[config.mk]
export PLATFORM = sky130hd
export DESIGN_NAME = decay_interval_timer
export DESIGN_NICKNAME = d
export VERILOG_FILES = /design/src/rtl/decay_interval_timer.sv
export SDC_FILE = /design/constraint.sdc
export NUM_CORES = 1
export LEC_CHECK = 0
export CAP_MARGIN = 20
export CORE_MARGIN = 2
export CORE_UTILIZATION = 68
export CTS_CLUSTER_DIAMETER = 80
export DETAILED_ROUTE_END_ITERATION = 8
export DONT_BUFFER_PORTS = 1
export GPL_TIMING_DRIVEN = 0
export PLACE_DENSITY = 0.86
export REMOVE_ABC_BUFFERS = 1
export SYNTH_ARGS = -nofsm -noshare
export SYNTH_HDL_FRONTEND = slang
export SYNTH_SLANG_ARGS = --single-unit
[constraint.sdc]
create_clock -name clk -period 6.5 [get_ports clk]
set_clock_uncertainty 0.2 [all_clocks]
set_input_delay 0.325 -clock clk [delete_from_list [all_inputs] [get_ports clk]]
set_output_delay 0.325 -clock clk [all_outputs]
set_load 0.01 [all_outputs]
[src/rtl/decay_interval_timer.sv]
// decay_interval_timer
// Measures the muon decay interval from the coincidence stream. The first
// coincidence rising edge starts the timer (muon stop). The next rising edge
// at least MIN_GAP_CYCLES later stops it (decay electron). The cycle count is
// then offered on a valid/ready port. If no stop arrives within
// MAX_WAIT_CYCLES, a one-cycle timeout pulse is raised instead.
module decay_interval_timer #(
    parameter int CNT_WIDTH       = 16,
    parameter int MIN_GAP_CYCLES  = 5,
    parameter int MAX_WAIT_CYCLES = 2000,
    parameter int DROP_WIDTH      = 8
) (
    input  logic                  clk,
    input  logic                  rst,
    input  logic                  coinc_in,
    input  logic                  out_ready,
    output logic                  out_valid,
    output logic [CNT_WIDTH-1:0]  out_interval,
    output logic                  timeout_pulse,
    output logic                  busy,
    output logic [DROP_WIDTH-1:0] drop_count
);

    localparam logic [1:0] S_IDLE   = 2'd0;
    localparam logic [1:0] S_TIMING = 2'd1;
    localparam logic [1:0] S_OUTPUT = 2'd2;

    localparam logic [CNT_WIDTH-1:0]  CNT_ONE  = CNT_WIDTH'(1);
    localparam logic [CNT_WIDTH-1:0]  MIN_GAP  = CNT_WIDTH'(MIN_GAP_CYCLES);
    localparam logic [CNT_WIDTH-1:0]  MAX_WAIT = CNT_WIDTH'(MAX_WAIT_CYCLES);
    localparam logic [DROP_WIDTH-1:0] DROP_ONE = DROP_WIDTH'(1);

    logic [1:0]           state;
    logic                 coinc_q;
    logic                 rise;
    logic [CNT_WIDTH-1:0] counter;
    logic [CNT_WIDTH-1:0] elapsed;

    // Increment that sticks at all-ones instead of wrapping.
    function automatic logic [DROP_WIDTH-1:0] sat_inc(input logic [DROP_WIDTH-1:0] v);
        return (&v) ? v : v + DROP_ONE;
    endfunction

    // The counter is cleared at the start edge. The elapsed count N at the
    // current sample is therefore one more than the stored value.
    assign elapsed = counter + CNT_ONE;
    assign rise    = coinc_in & ~coinc_q;
    assign busy    = (state == S_TIMING) || (state == S_OUTPUT);

    // Previous coincidence level. It resets high, so a level held through
    // reset release is not seen as an edge.
    always_ff @(posedge clk or posedge rst) begin
        if (rst) begin
            coinc_q <= 1'b1;
        end else begin
            coinc_q <= coinc_in;
        end
    end

    // Measurement FSM: start, qualify stop or time out, then hold the result
    // until the handshake.
    always_ff @(posedge clk or posedge rst) begin
        if (rst) begin
            state         <= S_IDLE;
            counter       <= '0;
            out_valid     <= 1'b0;
            out_interval  <= '0;
            timeout_pulse <= 1'b0;
            drop_count    <= '0;
        end else begin
            timeout_pulse <= 1'b0;
            case (state)
                S_IDLE: begin
                    if (rise) begin
                        counter <= '0;
                        state   <= S_TIMING;
                    end
                end
                S_TIMING: begin
                    // A stop exactly at MAX_WAIT is accepted and wins over the timeout.
                    if (rise && (elapsed >= MIN_GAP)) begin
                        out_interval <= elapsed;
                        out_valid    <= 1'b1;
                        state        <= S_OUTPUT;
                    end else if (elapsed >= MAX_WAIT) begin
                        timeout_pulse <= 1'b1;
                        state         <= S_IDLE;
                    end else begin
                        counter <= elapsed;
                    end
                end
                S_OUTPUT: begin
                    // Edges here cannot be measured. They are only tallied,
                    // including one that lands on the handshake cycle.
                    if (rise) begin
                        drop_count <= sat_inc(drop_count);
                    end
                    if (out_ready) begin
                        out_valid <= 1'b0;
                        state     <= S_IDLE;
                    end
                end
                default: begin
                    out_valid <= 1'b0;
                    state     <= S_IDLE;
                end
            endcase
        end
    end

endmodule

==> summary.md <==
| Metric | Value |
|---|---|
| Outcome | `finished clean` |
| Synth-to-layout area growth | `4.28%` |
| Power Density | `294 nW/um^2` |
| Hold WS | `0.166 ns` |
| Max Cap Viol | `0` |
| Initial antenna violation count | `0` |
| Core area | `3660 um^2` |
| Largest net degree at the start of global routing | `37` |
| Total routed wirelength | `4860 um` |
| CTS tree | `done` |
| Sequential share of the synthesized area | `43.4%` |
| Htree depth | `2` |
| Post-synthesis mux area share | `2.21%` |
| Largest stage delay on the critical path | `0.76 ns` |
| CTS root buffer | `clkbuf_8` |
| Synth Area in Simple Gates | `23.6%` |
| Most frequent cells in the layout | `dfrtp_1 (44), nand2_1 (35), xnor2_1 (16)` |
| First-pass GRT wire length | `8110 um` |
| Worst-Margin Slew | `0.928 ns` |
| Total power | `798 uW` |
| Layout fillers | `271` |
| Largest family of logic cells by synthesized area | `simple AND/OR/NAND/NOR gates` |
| Reg clk slew, reported paths | `0.09 ns` |
| Post-Synth XOR/XNOR Area | `6.74%` |
| CTS max path bufs | `2` |
| Pre-antenna DRT Iters | `4` |
| DIE AREA | `4330 um^2` |
| DP HPWL | `3350 um` |
| Tot GR Track Use | `24.6%` |
| Ranking of synthesized cells by area | `dfrtp_1 (42%), xnor2_1 (5.4%), nand2_1 (5.1%), ha_1 (2.9%), and2_1 (1.9%)` |
| Fmax achieved | `250 MHz` |
| Num Clock Sinks | `45` |
| Top_reg_cell synth | `dfrtp_1` |
| Number of synthesized flops with an enable pin | `0` |
| Asr flop ratio synth | `100%` |
| Yosys synthesis warning count | `0` |
| Layout Utilization | `74.1%` |
| Synth Area in Adders | `2.89%` |
| Most common cell after layout, fill and taps aside | `dfrtp_1` |
| Compound-cell area share of the yosys netlist | `16.7%` |
| Startpoint Class | `flop` |
| Synth Cell Area | `2600 um^2` |
| Setup crit end kind | `flop` |
| Pins Over Slew Limit | `0` |
| Synth unique cells | `58` |
| CTS Buf Count | `5` |
| RePlAce Congestion | `0.941` |
| Total number of vias | `1954` |
| Crit path cell chain | `ha_1, nand3_1, or4_1, mux2i_1, a211o_1, o211ai_4, nand2_4, mux2_4` |
| Unrepaired setup endpoints after global routing | `false` |
| Post-Syn Area per Cell | `9.74 um^2` |
| Crit-path slowest cell | `o211ai_4` |
| Final hold viol count | `0` |
| Fin crit period | `4.00 ns` |
| Critical path required time | `6.49 ns` |
| Wire per inst | `15.7 um` |
| Initial DRC count | `95` |
| Post-Place Cells | `300` |
| Initial core utilization | `71.0%` |
| Vias in the first global route | `1809` |
| Setup Buffers After CTS | `0` |
| Hold Path Class | `primary input to flop` |
| Arrival time worst endpoint | `3.98 ns` |
| Rows | `22` |
| Overflow after GRT | `0` |
| Clock latency at the later pin of the worst-skew pair | `0.30 ns` |
| Non-filler cells in the finished layout | `310` |
| Die Ht | `65.8 um` |
| Tcrit/Tclk final | `61.5%` |
| Vias/cell | `6.30` |
| Share of the synthesized area in the top cell type | `42.3%` |
| Post-synth top area cell | `dfrtp_1` |
| Layout cells sized above 1 | `10.3%` |
| Port bufs | `0` |
| Worst-path maximum fanout | `36` |
| I/O pin total | `31` |
| Max rail drop VDD | `0.262 mV` |
| NumNets Final | `271` |
| Final-report setup violation count | `0` |
| Leakage | `1.19 nW` |
| Crit Path Class | `flop to flop` |
| Mapped Cells | `267` |
| Die W | `65.8 um` |
| Critical path's top delay family | `simple AND/OR/NAND/NOR gates` |
| ANT cells | `0` |
| Crit path buf inv count | `0` |
| Final ANT Viol Nets | `0` |
| Relative slew slack | `37.8%` |
| DRC violations left | `0` |
| Post-synthesis register bit count | `45` |
| Total negative slack | `0 ns` |
==> repair_timing <==
item                                   in CTS  in global routing
hold buffers                                2                  0
endpoints found under the hold margin      20                  0
gates resized for setup                     0                  0
==> area by class of cell <==
type,count,area [um^2],area share [%]
sequential,45,1130,41.6
clock inverter,3,22.5,0.831
inverter,10,37.5,1.38
clock buffer,5,68.8,2.54
tap,48,60.1,2.22
multi-input combinational,196,1360,50.0
timing repair buffer,3,40.0,1.48
==> flip-flops by register name, summed over array words and instances, names as in the netlist <==
| name | cells |
|---|---|
| counter | 16 |
| out_interval | 16 |
| drop_count | 8 |
| state | 2 |
| coinc_q | 1 |
| out_valid | 1 |
| timeout_pulse | 1 |
==> path summary, 6_finish.rpt <==
kind,startpoint,endpoint,slack [ns],cells past startpoint
max,counter[0],counter[10],2.50,8
min,out_ready,state[1],0.17,3
max reg2reg,counter[0],counter[10],2.50,8
min reg2reg,out_interval[14],out_interval[14],0.35,2
max in group asynchronous,rst,coinc_q,5.27,3
min in group asynchronous,rst,counter[1],0.28,2
==> cell usage after synthesis, types with 3 or more instances <==
master    number
xnor2_1       16
a211oi_1       3
and3_1         5
o21ai_0        9
a21oi_1        7
xor2_1         4
o21ai_1       10
a211o_1        3
nor2_1        11
nor3_1         4
ha_1           6
inv_1         10
or4_1          3
clkbuf_1       4
nand4_1        8
nand3_1        9
a21o_1         5
nand2b_1       3
and2_1         8
and4_1         5
buf_2         10
dfrtp_1       44
nand2_1       35
==> metal layers <==
metal | global-route usage, % | vias to the layer above | share of wire, %
li1 | - | 942 | -
met3 | 5.62 | 16 | 5.5
met1 | 31.3 | 934 | 45
met5 | 0 | - | 0
met4 | 11.2 | 0 | 2.9
met2 | 39.9 | 62 | 47
==> power breakdown <==
group | leakage, nW | switching (mW) | internal, mW
Clock | 0.0364 | 0.0941 | 0.0753
Sequential | 0.615 | 0.0686 | 0.321
Combinational | 0.537 | 0.154 | 0.0842
==> cells by family (layout without fill, tap and decap cells) <==
group,after synthesis,in the layout
fa+ha+maj,6,6
xor+xnor,20,20
flops,45,45
buf+inv,26,21
mux,5,5
compound gates,58,58
simple gates,107,107
==> tightest hold or removal path: cells and delay by family <==
family	cells	cell delay, ns
AO/OA/AOI/OAI	1	0.06
AND/OR/NAND/NOR	2	0.24
==> per-stage QoR <==
stage	instance area (um^2)	setup slack [ns]
2_1_floorplan	2520	3.11
3_3_place_gp	2580	2.54
3_5_place_dp	2600	2.54
4_1_cts	2710	2.51
5_1_grt	2710	2.27
6_report	2710	2.50
Note: power is estimated with default switching activity, not from simulation.
